**config.mk**
```make
export PLATFORM = sky130hd
export DESIGN_NAME = fetch_unit
export DESIGN_NICKNAME = d
export VERILOG_FILES = /design/src/rtl/cpu16_pkg.sv /design/src/rtl/fetch_fifo.sv /design/src/rtl/fetch_unit.sv
export SDC_FILE = /design/constraint.sdc
export NUM_CORES = 1
export LEC_CHECK = 0
export ABC_AREA = 1
export CAP_MARGIN = 20
export CORE_MARGIN = 1.5
export CORE_UTILIZATION = 52
export CTS_BUF_LIST = sky130_fd_sc_hd__clkbuf_16
export DETAILED_ROUTE_END_ITERATION = 8
export PLACE_DENSITY = 0.78
export SLEW_MARGIN = 20
export SYNTH_ARGS = -nofsm -noshare
export SYNTH_HDL_FRONTEND = slang
export SYNTH_SLANG_ARGS = --single-unit
export TNS_END_PERCENT = 5
```
**constraint.sdc**
```tcl
create_clock -name clk -period 3 [get_ports clk]
set_clock_uncertainty 0.1 [all_clocks]
set_input_delay 0.6 -clock clk [delete_from_list [all_inputs] [get_ports clk]]
set_output_delay 0.6 -clock clk [all_outputs]
set_load 0.01 [all_outputs]
```
**src/rtl/cpu16_pkg.sv**
```systemverilog
// Shared types and constants for the 16-bit CPU front end.
package cpu16_pkg;

   localparam int WORD_W = 16;
   localparam logic [WORD_W-1:0] HALT_INSTR = 16'hFFFF;

   typedef enum logic [1:0] {
      RUN,
      HALT_PEND,
      HALTED
   } fetch_state_t;

endpackage

```
**src/rtl/fetch_fifo.sv**
```systemverilog
// Prefetch FIFO between instruction memory responses and the decode handshake.
// The caller guarantees push never happens when full; flush empties it in one cycle.
module fetch_fifo #(
   parameter int DEPTH  = 4,
   parameter int DATA_W = 32
) (
   input  logic                    clk,
   input  logic                    rst,
   input  logic                    push,
   input  logic [DATA_W-1:0]       push_data,
   input  logic                    pop,
   input  logic                    flush,
   output logic [DATA_W-1:0]       head,
   output logic [$clog2(DEPTH):0]  count,
   output logic                    empty
);

   localparam int PTR_W = $clog2(DEPTH);
   localparam int CNT_W = PTR_W + 1;

   logic [DATA_W-1:0] mem [DEPTH];
   logic [PTR_W-1:0]  wr_ptr;
   logic [PTR_W-1:0]  rd_ptr;

   // NOTE: storage is deliberately not reset; only pointers and count need defined values.
   always_ff @(posedge clk) begin
      if (push) mem[wr_ptr] <= push_data;
   end

   // NOTE: sequential state uses non-blocking assignments so every register sees pre-edge values.
   always_ff @(posedge clk) begin
      if (rst || flush) begin
         wr_ptr <= '0;
         rd_ptr <= '0;
         count  <= '0;
      end else begin
         if (push) wr_ptr <= wr_ptr + 1'b1;
         if (pop)  rd_ptr <= rd_ptr + 1'b1;
         count <= count + CNT_W'(push) - CNT_W'(pop);
      end
   end

   assign head  = mem[rd_ptr];
   assign empty = (count == '0);

endmodule

```
**src/rtl/fetch_unit.sv**
```systemverilog
// Instruction fetch stage: owns the PC, issues pipelined imem reads, handles redirects and halt.
// Optional build macro FETCH_STATS_EN adds stat_fetched / stat_flushed counters.
module fetch_unit
   import cpu16_pkg::*;
#(
   parameter int                DEPTH    = 4,
   parameter int                ADDR_W   = 16,
   parameter logic [ADDR_W-1:0] RESET_PC = '0
) (
   input  logic              clk,
   input  logic              rst,
   output logic              imem_req,
   output logic [ADDR_W-1:0] imem_addr,
   input  logic              imem_valid,
   input  logic [WORD_W-1:0] imem_rdata,
   input  logic              redirect,
   input  logic [ADDR_W-1:0] redirect_pc,
   output logic              instr_valid,
   input  logic              instr_ready,
   output logic [WORD_W-1:0] instr,
   output logic [ADDR_W-1:0] instr_pc,
   output logic              halted
`ifdef FETCH_STATS_EN
   ,
   output logic [15:0]       stat_fetched,
   output logic [15:0]       stat_flushed
`endif
);

   localparam int PTR_W = $clog2(DEPTH);
   localparam int CNT_W = PTR_W + 1;

   fetch_state_t      state;
   fetch_state_t      state_next;
   logic [ADDR_W-1:0] pc;
   logic [CNT_W-1:0]  outstanding;
   logic [CNT_W-1:0]  discard;
   logic [CNT_W-1:0]  fifo_count;
   logic              fifo_empty;
   logic [WORD_W+ADDR_W-1:0] fifo_head;

   // Addresses of in-flight requests, consumed in order as responses return.
   logic [ADDR_W-1:0] pend_addr [DEPTH];
   logic [PTR_W-1:0]  pend_wr;
   logic [PTR_W-1:0]  pend_rd;

   logic redirect_eff;
   logic resp;
   logic drop;
   logic push;
   logic issue;
   logic xfer;

   assign redirect_eff = redirect && (state != HALTED);
   assign resp         = imem_valid && (outstanding != '0);
   assign drop         = resp && (redirect_eff || (discard != '0));
   assign push         = resp && !drop;
   assign issue        = !rst && (state == RUN) && !redirect_eff &&
                         (({1'b0, fifo_count} + {1'b0, outstanding}) < (CNT_W+1)'(DEPTH));
   assign xfer         = instr_valid && instr_ready;

   assign imem_req    = issue;
   assign imem_addr   = pc;
   assign instr_valid = !fifo_empty && (state != HALTED);
   assign instr       = fifo_head[WORD_W+ADDR_W-1 -: WORD_W];
   assign instr_pc    = fifo_head[ADDR_W-1:0];
   assign halted      = (state == HALTED);

   fetch_fifo #(
      .DEPTH  (DEPTH),
      .DATA_W (WORD_W + ADDR_W)
   ) u_fifo (
      .clk       (clk),
      .rst       (rst),
      .push      (push),
      .push_data ({imem_rdata, pend_addr[pend_rd]}),
      .pop       (xfer),
      .flush     (redirect_eff),
      .head      (fifo_head),
      .count     (fifo_count),
      .empty     (fifo_empty)
   );

   // NOTE: the default assignment first keeps this block free of inferred latches.
   always_comb begin
      state_next = state;
      if (redirect_eff) begin
         state_next = RUN;
      end else begin
         case (state)
            RUN:       if (push && (imem_rdata == HALT_INSTR)) state_next = HALT_PEND;
            HALT_PEND: if (xfer && (instr == HALT_INSTR))      state_next = HALTED;
            default:   state_next = state;
         endcase
      end
   end

   always_ff @(posedge clk) begin
      if (rst) begin
         state       <= RUN;
         pc          <= RESET_PC;
         outstanding <= '0;
         discard     <= '0;
         pend_wr     <= '0;
         pend_rd     <= '0;
      end else begin
         state       <= state_next;
         outstanding <= outstanding + CNT_W'(issue) - CNT_W'(resp);
         if (redirect_eff)  pc <= redirect_pc;
         else if (issue)    pc <= pc + 1'b1;
         // Everything still in flight after this cycle belongs to the abandoned stream.
         if (redirect_eff)                  discard <= outstanding - CNT_W'(resp);
         else if (resp && (discard != '0))  discard <= discard - 1'b1;
         if (issue) pend_wr <= pend_wr + 1'b1;
         if (resp)  pend_rd <= pend_rd + 1'b1;
      end
   end

   always_ff @(posedge clk) begin
      if (issue) pend_addr[pend_wr] <= pc;
   end

`ifdef FETCH_STATS_EN
   always_ff @(posedge clk) begin
      if (rst) begin
         stat_fetched <= '0;
         stat_flushed <= '0;
      end else begin
         if (push) stat_fetched <= stat_fetched + 16'd1;
         if (redirect_eff) stat_flushed <= stat_flushed + 16'(fifo_count) + 16'(resp);
         else if (drop)    stat_flushed <= stat_flushed + 16'd1;
      end
   end
`endif

   response_without_request: assert property (
      @(posedge clk) disable iff (rst) imem_valid |-> (outstanding != '0));

endmodule

```
# Word-level counts from Yosys, hierarchy flattened
# Memories as Yosys holds them, arrays and structs flattened. A register that Yosys moved wholly into a read port is not among the register bits.
# Cells that the tools add are included.
[word_totals]
register_bits = 35
latchBits = 0
ramBits = 192
rom_bits = 0
inputBits = 37
output_inout_bits = 51
elab_cells = 73
n_memories = 2
[op_classes]
addsub = 12
multipliers = 0
n_div = 0
n_lt_le_gt_ge = 1
n_eq_ne = 7
n_shift = 0
mux = 15
bitwise = 0
reduce_logical = 27
[memory_table]
columns = ["name", "words", "width", "rd", "rd_ports_with_merged_regs", "write_ports", "line_no", "rtl"]
rows = [
  ["u_fifo.mem", 4, 32, 1, 1, 1, "fetch_fifo.sv:21", "logic [DATA_W-1:0] mem [DEPTH];"],
  ["pend_addr", 4, 16, 1, 1, 1, "fetch_unit.sv:43", "logic [ADDR_W-1:0] pend_addr [DEPTH];"],
]
[op_table]
columns = ["op", "count"]
rows = [
  ["$eq A16 B16 Y1 const B", 2],
  ["$mux W16", 2],
  ["$add A16 B1 Y16 const B", 1],
  ["$logic_and A1 B1 Y1", 12],
  ["$mux W2", 6],
  ["$sub A3 B1 Y3", 3],
  ["$add A2 B1 Y2 const B", 4],
  ["$add A3 B1 Y3", 2],
  ["$mux W3", 2],
  ["$reduce_bool A2 Y1", 3],
  ["$reduce_bool A3 Y1", 2],
  ["$add A3 B3 Y4", 1],
  ["$logic_not A1 Y1", 4],
  ["$lt A4 B3 Y1 const B", 1],
  ["$mux W1", 4],
  ["$ne A2 B2 Y1 const B", 2],
  ["$pmux W2 S2", 1],
  ["$logic_not A3 Y1", 1],
  ["$reduce_and A3 Y1", 1],
  ["$sub A3 B1 Y3 const B", 1],
  ["$eq A2 B1 Y1 const B", 1],
  ["$eq A2 B2 Y1 const B", 1],
  ["$logic_not A2 Y1", 1],
  ["$logic_or A1 B1 Y1", 2],
  ["2 further kinds", 2],
]

# Depth between registers and ports, before layout
# Gate-level depths: netlist of run 1.
[depth]
depth_word = 9
ltp_mapped = 12
ltp_nobuf = 12

# Modules after synthesis
# From an unflattened synthesis of run 1, not the netlist that was laid out.
[unflattened]
hier_cells = 861
hier_area_um2 = 9689.3
[modules_own_cells]
columns = ["module", "n_inst", "cells_per_inst", "area_each_um2", "seq_area_each_um2"]
rows = [
  ["fetch_fifo", 1, 401, 5258.8, 4023.9],
  ["fetch_unit", 1, 460, 4430.5, 2522.4],
]

# Least setup slack after synthesis of run 1
# Ideal clock, no wire load.
[synth_timing]
path_type = "input port to flip-flop"
startpoint = "input redirect"
endpoint = "memory u_fifo.mem[0][0] (enable)"
setup_time_ns = 0.421
arrival_ns = 2.516
required_ns = 2.479
setup_slack_ns = -0.037
path_stages = 6
path_buffers = 1
path_cell_list = "nand2_4 -> inv_4 -> buf_6 -> nor3_4 -> nand2_4 -> nor2_1"
[synth_via]
elab_chain_cells = 7
[synth_lines]
columns = ["element", "line_no", "rtl"]
rows = [
  ["from (decl)", "fetch_unit.sv:16", "input logic redirect,"],
  ["$logic_and A1 B1 Y1", "fetch_unit.sv:54", "assign redirect_eff = redirect && (state != HALTED);"],
  ["$logic_or A1 B1 Y1", "fetch_unit.sv:56", "assign drop = resp && (redirect_eff || (discard != '0));"],
  ["$logic_and A1 B1 Y1", "fetch_unit.sv:56", ""],
  ["$logic_not A1 Y1", "fetch_unit.sv:57", "assign push = resp && !drop;"],
  ["$logic_and A1 B1 Y1", "fetch_unit.sv:57", ""],
  ["$mux W1", "fetch_fifo.sv:27", "if (push) mem[wr_ptr] <= push_data;"],
  ["$mux W1 (implied by the code)", "fetch_fifo.sv:27", ""],
  ["to (decl)", "fetch_fifo.sv:21", ""],
]
# No other way between the ends.

==> results of run 1 <==
==> where the power goes <==
group          internal [mW]  leakage (nW)  switching, mW  total, mW
logic                  0.473          1.84          0.750       1.22
clock network           1.38         0.344           1.10       2.49
registers               3.77          2.07          0.128       3.89
==> cell usage after synthesis (2+ instances only) <==
cell      instances
clkbuf_1         17
buf_2            11
inv_2             4
nand3_2           2
a211oi_1          2
nand2_4           4
nand4_1           6
o211ai_1          6
buf_6             3
nor3_1           10
a31oi_1           4
dfxtp_1          39
a21oi_1          22
xor2_1            6
edfxtp_1        192
inv_1            72
fa_1              2
ha_1             20
nand2_1         127
nor2_1          117
o21ai_1           6
o22ai_1          33
nand3_1          39
or2_2             2
o21ai_0          91
nor2_2            2
buf_4             5
==> metrics by stage <==
stage | setup TNS (ns) | instances | hold WS [ns] | setup WS (ns)
finish | 0 | 1195 | 0.394 | 0.108
global route | 0 | 1195 | 0.418 | 0.0134
CTS | 0 | 1195 | 0.394 | 0.0297
detailed placement | 0 | 1155 | 0.373 | 0.305
global placement | 0 | 1155 | 0.357 | 0.336
floorplan | -4.78 | 856 | 0.336 | -0.0374
==> area by class of cell <==
cell class                 count  share of cell area, %
tap                          229                   2.49
inverter                      78                   2.60
clock buffer                  23                   5.00
timing repair buffer         107                   9.58
multi-input combinational    510                   22.8
sequential                   231                   56.9
clock inverter                17                  0.674
==> layer usage <==
metal  GRT usage (%)  routed length (µm)
met2            35.1                9750
met4            6.83                 425
met1            26.3                8380
met5               0                   0
met3            2.68                1200
==> flip-flops by register name (all words and copies together) (netlist names), named ones only <==
name and flops:
u_fifo.mem 128, pend_addr 64, imem_addr 16, discard 3
outstanding 3, u_fifo.count 3, pend_rd 2, pend_wr 2
state 2, u_fifo.rd_ptr 2, u_fifo.wr_ptr 2
==> critical path, cell delays in order (launching register included) <==
cell and delay, ns:
dfxtp_2 0.37, buf_8 0.32, o21ai_0 0.16, o22ai_1 0.24
clkdlybuf4s50_1 0.59
==> kinds of logic (layout without fill, tap and decap cells) <==
group	after synthesis	after routing	share of synthesized area (%)
compound gates	167	167	9.46
xor+xnor	7	7	0.635
fa+ha+maj	22	22	3.01
buf+inv	115	225	5.08
flops	231	231	67.8
mux	1	1	0.104
simple gates	313	313	13.9
==> worst paths after layout <==
path                            slack, ns                        end  cells past startpoint                       from
worst max-delay path                 0.11                instr_pc[1]                      4                       flop
worst min-delay path                 0.39                       flop                      2    pend_rd[1]$_SDFFE_PP0P_
worst max register to register       0.72  outstanding[2]$_SDFF_PP0_                      7  outstanding[1]$_SDFF_PP0_
worst min register to register       0.39                       flop                      2    pend_rd[1]$_SDFFE_PP0P_
==> flow_metrics.env, run 1 <==
export IMPL_multi_input_area_mm2=0.00263
export IMPL_ant_nets=0
export IMPL_syn2layout_area_growth_pct=19.3
export IMPL_finalNetCount=1009
export IMPL_place_port_buffers=87
export IMPL_antenna_found_initial=0
export IMPL_numCtsBuffers=22
export IMPL_maxCapViolCount=0
export IMPL_dp_hpwl_um=12400
export IMPL_core_mm2=0.0181
export IMPL_grt_pass1_wl_um=31400
export IMPL_synth_top_area_share_pct=59.7
export IMPL_avgSynthCellArea_um2=11.3
export IMPL_synthDistinctLibCells=39
export IMPL_drv_slew=0
export IMPL_regArea_mm2=0.00655
export IMPL_stdcell_area_mm2=0.0115
export IMPL_drc=3
export IMPL_yosysWarningCount=0
export IMPL_grt_max_degree=62
export IMPL_fill_cells=1334
export IMPL_placed_cell_area_mm2=0.0109
export IMPL_syn_num_nets=915
export IMPL_post_route_util_pct=63.7
export IMPL_first_iter_violations=626
export IMPL_failed_checks="design-rule violations"
export IMPL_ioPinCount=88
export IMPL_clk_pin_slew_ns=0.06
export IMPL_crit_path_max_fanout=61
export IMPL_floorplan_rows=49
export IMPL_layout_common_cells="edfxtp_1, nand2_1, nor2_1, o21ai_0, clkdlybuf4s50_1"
export IMPL_die_w_um=139
export IMPL_root_buffer="clkbuf_16"
export IMPL_irDropWorstVdd_uv=463
export IMPL_via_count=6519
export IMPL_die_y_um=139
export IMPL_htree_levels=1
export IMPL_hp_class="flop to flop"
export IMPL_status="finished with violations"
export IMPL_synthTopCellsByArea="edfxtp_1, dfxtp_1, nand2_1"
export IMPL_synth_edff_count=192
export IMPL_postCtsHoldBufs=0
export IMPL_tightest_slew_ns=0.932
export IMPL_drtPass1Iterations=7
export IMPL_synth_seq_cells=231
export IMPL_slew_headroom_pct=37.8
export IMPL_routed_wl_um=19800
export IMPL_final_common_cell="edfxtp_1"
export IMPL_cp_end_kind="primary output"
export IMPL_grt_pass1_vias=6399
export IMPL_gr_total_overflow=0
export IMPL_ys_async_sr_fraction_pct=0
export IMPL_setup_viol=0
export IMPL_clk_latency_ns=0.50
export IMPL_p_leak_nw=4.25
export IMPL_syn_instance_count=856
export IMPL_start_kind="flop"
export IMPL_grt_use_total_pct=20.2
export IMPL_initial_core_util_pct=53.4
export IMPL_yosys_area_top_type="edfxtp_1"
export IMPL_crit_type="flop to primary output"
export IMPL_hold_viol=0
export IMPL_cts_repair_resized=2
export IMPL_min_period_ns=2.89
export IMPL_clk_path_buf_depth=3
export IMPL_drive_gt1_share_pct=7.87
export IMPL_syn_area_mm2=0.00965
export IMPL_rsz0062_at_grt="false"
export IMPL_num_antenna_cells=0
export IMPL_power_density_mw_per_mm2=660
export IMPL_place_gp_congestion=0.850
export IMPL_yosysSeqAreaShare_pct=67.8
export IMPL_min_period_over_period_pct=96.4
export IMPL_p_total_mw=7.60
export IMPL_fmax_ghz=0.346
export IMPL_synth_main_ff_cell="edfxtp_1"
export IMPL_wl_per_cell_um=16.5
export IMPL_cp_arrival_ns=2.19
export IMPL_cp_required_ns=2.30
export IMPL_routed_via_density=5.46
export IMPL_clock_sinks=231
export IMPL_cts_tree="done"
export IMPL_dieArea_mm2=0.0194
export IMPL_cts_setup_buffers=0
Note: power is estimated with default switching activity, not from simulation.
==> inputs of run 2 (changes only) <==
--- a/config.mk
+++ b/config.mk
@@ -7,9 +7,10 @@
 export LEC_CHECK = 0
 export ABC_AREA = 1
 export CAP_MARGIN = 20
-export CORE_MARGIN = 1.5
+export CORE_MARGIN = 2
 export CORE_UTILIZATION = 52
 export CTS_BUF_LIST = sky130_fd_sc_hd__clkbuf_16
+export CTS_CLUSTER_DIAMETER = 100
 export DETAILED_ROUTE_END_ITERATION = 8
 export PLACE_DENSITY = 0.78
 export SLEW_MARGIN = 20
==> flow_metrics.env, run 2 (synthesized netlist as in run 1, its figures left out) <==
export IMPL_dp_hpwl_um=12300
export IMPL_final_common_cell="edfxtp_1"
export IMPL_cts_setup_buffers=0
export IMPL_dieArea_mm2=0.0197
export IMPL_first_iter_violations=610
export IMPL_antenna_found_initial=0
export IMPL_grt_use_total_pct=19.8
export IMPL_grt_max_degree=62
export IMPL_drtPass1Iterations=5
export IMPL_fill_cells=1315
export IMPL_cts_tree="done"
export IMPL_die_w_um=140
export IMPL_num_antenna_cells=0
export IMPL_grt_pass1_wl_um=31400
export IMPL_power_density_mw_per_mm2=676
export IMPL_numCtsBuffers=23
export IMPL_regMostFlops="u_fifo.mem"
export IMPL_irDropWorstVdd_uv=599
export IMPL_fin_ws_ns=0.0887
export IMPL_drc=0
export IMPL_clk_latency_ns=0.50
export IMPL_setup_viol=0
export IMPL_holdWs_ns=0.381
export IMPL_cp_required_ns=2.30
export IMPL_stdcell_area_mm2=0.0116
export IMPL_clk_pin_slew_ns=0.06
export IMPL_wl_per_cell_um=16.5
export IMPL_clock_sinks=231
export IMPL_worstPathCellList="clkbuf_8, o21ai_0, o22ai_1, clkdlybuf4s50_1"
export IMPL_crit_type="flop to primary output"
export IMPL_placed_cell_area_mm2=0.0109
export IMPL_cp_arrival_ns=2.21
export IMPL_die_y_um=140
export IMPL_htree_levels=1
export IMPL_initial_core_util_pct=53.4
export IMPL_min_period_over_period_pct=97.0
export IMPL_ant_nets=0
export IMPL_cp_end_kind="primary output"
export IMPL_syn2layout_area_growth_pct=20.0
export IMPL_post_route_util_pct=64.1
export IMPL_ioPinCount=88
export IMPL_status="completed"
export IMPL_start_kind="flop"
export IMPL_core_mm2=0.0181
export IMPL_largest_register_ffs=128
export IMPL_floorplan_rows=49
export IMPL_pre_cts_ws_ns=0.316
export IMPL_gr_total_overflow=0
export IMPL_cp_top_family="buffers and inverters"
export IMPL_root_buffer="clkbuf_16"
export IMPL_layout_common_cells="edfxtp_1, nand2_1, nor2_1, o21ai_0, clkdlybuf4s50_1"
export IMPL_finalNetCount=1012
export IMPL_grt_pass1_vias=6308
export IMPL_place_gp_congestion=0.860
export IMPL_drv_slew=0
export IMPL_crit_slowest_cell="clkdlybuf4s50_1"
export IMPL_p_leak_nw=4.29
export IMPL_tightest_slew_ns=0.583
export IMPL_routed_via_density=5.51
export IMPL_slew_headroom_pct=61.1
export IMPL_hold_viol=0
export IMPL_crit_buf_inv=2
export IMPL_clk_path_buf_depth=3
export IMPL_critPathMaxStageDelay_ns=0.59
export IMPL_routed_wl_um=19800
export IMPL_drive_gt1_share_pct=8.35
export IMPL_postCtsHoldBufs=0
export IMPL_fmax_ghz=0.343
export IMPL_maxCapViolCount=0
export IMPL_place_port_buffers=87
export IMPL_min_period_ns=2.91
export IMPL_hp_class="flop to flop"
export IMPL_crit_path_max_fanout=61
export IMPL_via_count=6601
export IMPL_rsz0062_at_grt="true"
-- run 2: cell types whose count changed in the layout (fill, tap and decap cells not counted) --
cell	change
buf_12	-1
inv_8	+1
clkinvlp_4	-3
bufinv_16	+2
buf_8	-1
clkinv_1	+1
inv_1	-2
inv_4	-1
clkbuf_8	+1
inv_6	+2
buf_4	+3
clkinv_2	+2
-- run 2: worst reg2reg max path: cells and delay by family (launching register included) --
kind / cells / cell delay [ns]
adder cells (fa/ha/maj): 3 / 0.86
buffers and inverters: 1 / 0.04
flip-flops: 1 / 0.35
AND/OR/NAND/NOR: 1 / 0.30
AO/OA/AOI/OAI: 2 / 0.54
-- run 2: area by class of cell --
class	instances	area [µm²]	area share, %
clock buffers	23	576	4.97
clock inverters	19	145	1.25
inverters	78	298	2.57
multi-input cells	510	2630	22.7
flip-flops and latches	231	6550	56.5
well taps	229	287	2.47
repair buffers	109	1100	9.54
-- run 2: metal layers --
layer | vias up | track usage (%) | routed length [µm]
met5 | - | 0 | 0
met4 | 0 | 5.53 | 328
met3 | 30 | 2.50 | 1280
met2 | 242 | 34.0 | 9760
met1 | 3155 | 26.8 | 8440
li1 | 3174 | - | -
-- run 2: worst paths after layout --
path,startpoint,to,slack [ns],depth (start not counted)
setup / recovery,flop,instr_pc[1],0.09,4
hold / removal,pend_rd[0]$_SDFFE_PP0P_,pend_rd[0]$_SDFFE_PP0P_,0.38,1
setup reg to reg,outstanding[1]$_SDFF_PP0_,outstanding[2]$_SDFF_PP0_,0.74,7
hold reg to reg,pend_rd[0]$_SDFFE_PP0P_,pend_rd[0]$_SDFFE_PP0P_,0.38,1
-- run 2: timing repair --
item	4_1_cts	5_1_grt
gates cloned	0	0
setup endpoints to repair	10	7
gates resized for setup	1	4
-- run 2: power breakdown --
| part | switching, mW | internal (mW) | leakage, nW |
|---|---|---|---|
| logic | 0.745 | 0.474 | 1.84 |
| registers | 0.127 | 3.77 | 2.07 |
| clock network | 1.14 | 1.58 | 0.382 |
| total | 2.01 | 5.82 | 4.29 |
-- run 2: per-stage QoR --
step                setup TNS (ns)  instances  total power [mW]
finish                           0       1199              7.83
global route              -0.00756       1199              8.16
CTS                              0       1199              7.86
detailed placement               0       1157              5.16
global placement                 0       1157              5.12
floorplan                    -4.78        856              4.66
==> RTL change, RTL diff (config.mk and constraints of run 1) <==
Build with the macro `FETCH_STATS_EN` defined.
--- a/src/rtl/fetch_unit.sv
+++ b/src/rtl/fetch_unit.sv
@@ -1,5 +1,7 @@
 // Instruction fetch stage: owns the PC, issues pipelined imem reads, handles redirects and halt.
 // Optional build macro FETCH_STATS_EN adds stat_fetched / stat_flushed counters.
+`define FETCH_STATS_EN
+
 module fetch_unit
    import cpu16_pkg::*;
 #(
Behaviour (old outputs only; new: stat_fetched and stat_flushed): unchanged (Yosys induction, for registers that start in step).
==> RTL change against run 1 <==
- the flow now finishes without violations
- synthesized area rose by 19%
- worst setup slack improved by 0.077 ns
- register-to-register slack got worse by 0.10 ns
- critical path type unchanged
- final cell count rose by 27%
- routed wire length rose by 20%
- core utilization barely moved
- sequential power rose by 12%
- final area rose by 20%
- sequential cell count rose by 32
- power rose by 15%
==> RTL change: results (changes against run 1) <==
VDD IR max=467 uV (+0.78%); count of different cell masters after synthesis=49 (+26%); Pleak=5.08 nW (+20%); FFs w/ async S/R, synth=0% (unchanged); warning count from the yosys run=0 (unchanged); Synth top cells by count=edfxtp_1 (192), nand2_1 (153), nor2_1 (144); layout cell share with drive strength beyond 1=7.92% (+0.055 points); sequential share of the synthesized area=62.7% (-5.1 points); WP data arrival=2.12 ns (-0.07 ns); DR pass1 iterations=4 (-3); Worst slew margin=41.9% (+4.1 points); IO buf count=119 (+37%); Worst R2R Setup Slack=0.62 ns (-0.10 ns); vias in the first global route=7640 (+19%); Worst-Skew Late Latency=0.52 ns (+0.02 ns); crit-path max cell delay=0.55 ns (-0.04 ns); Hold Crit Class=reg -> reg; total CTS buffers=26 (+18%); Final ANT Viol Nets=0 (unchanged); detailed-route via count=8072 (+24%); global-route wire length before repair=37.6 mm (+20%); top cells by area, synth=edfxtp_1 (50%), dfxtp_1 (12%), nand2_1 (5.0%), nor2_1 (4.7%), o21ai_0 (4.6%); worst hold slack=0.374 ns (-0.0199 ns); dpl hpwl=15.2 mm (+23%); Post-synth EDFFs=192 (unchanged); DRC violations left=0 (-3); hold path start=pend_rd[0]; post-DR wirelength/cell=15.6 um (-5.7%); Net Count, Synth=1156 (+26%); # fillers=1712 (+28%); critical path fanouts, max=67 (+9.8%); routability cong.=0.857 (+0.80%); slowest cell on the critical path=clkdlybuf4s50_1; DRT iter0 DRCs=544 (-13%); maximum number of pins on one net before global-route repair=68 (+9.7%); Layout Nets=1282 (+27%); run status=complete, no violations; RR Startpoint=outstanding[1]; GRT Overall Usage=20.9% (+0.74 points)
[RTL change: power by group]
part	leakage, nW	internal [W]	switching [W]
clock	0.399	0.00162	0.00130
sequential	2.33	0.00421	0.000149
combinational	2.36	0.000560	0.000871
total	5.08	0.00639	0.00232
[RTL change: final cells by class]
type | count | area share (%)
clock inverter | 20 | 0.662
sequential | 263 | 52.1
tap | 280 | 2.54
clock buffer | 27 | 4.90
multi-input combinational | 671 | 26.2
inverter | 113 | 3.15
timing repair buffer | 143 | 10.5
[RTL change: metal layers]
metal  up-vias  GRT usage [%]  wire length (um)
met2       237           34.0             11200
met4         0           6.46               453
met1      3777           29.3             10600
li1       4021              -                 -
met3        37           2.86              1410
met5         -              0                 0
[RTL change: path summary, 6_finish.rpt]
| path | endpoint | depth (start not counted) |
|---|---|---|
| setup reg to reg | stat_flushed[14] | 15 |
| hold / removal | pend_rd[0] | 1 |
| hold reg to reg | pend_rd[0] | 1 |
| setup / recovery | instr[3] | 7 |
[RTL change: stage by stage]
stage | cell area [um2] | std cells | setup slack [ns] | utilization (%) | power, W
finish | 13800 | 1517 | 0.185 | 63.6 | 0.00871
global route | 13800 | 1517 | 0.0583 | 63.6 | 0.00908
CTS | 13800 | 1517 | 0.00145 | 63.5 | 0.00875
detailed placement | 13000 | 1470 | 0.0142 | 60.0 | 0.00586
global placement | 13000 | 1470 | 0.0919 | 60.0 | 0.00581
floorplan | 11500 | 1092 | -0.0687 | - | 0.00530
[RTL change: worst register-to-register path: stages (launching register included)]
cell      delay (ns)
dfxtp_2         0.39
nor2_1          0.06
nand2_1         0.08
nand2_1         0.07
inv_1           0.08
fa_1            0.19
inv_1           0.06
fa_1            0.39
o21bai_1        0.15
nand2_1         0.06
nand2_1         0.09
nand3_2         0.14
inv_2           0.09
nand3_1         0.09
o21ai_0         0.18
nor2_1          0.05
[RTL change: cells by family (layout without fill, tap and decap cells)]
logic type      Yosys count  after routing  share of synthesized area, %
buf+inv                 158            303                          5.91
simple gates            416            416                          16.6
compound gates          214            214                          10.5
flops                   263            263                          62.7
xor+xnor                 14             14                          1.07
fa+ha+maj                27             27                          3.21
[RTL change: timing repair]
action,CTS,global route
endpoints found under the setup margin,0,4
resized for setup,0,9
hold buffers,0,0
setup buffers,0,0
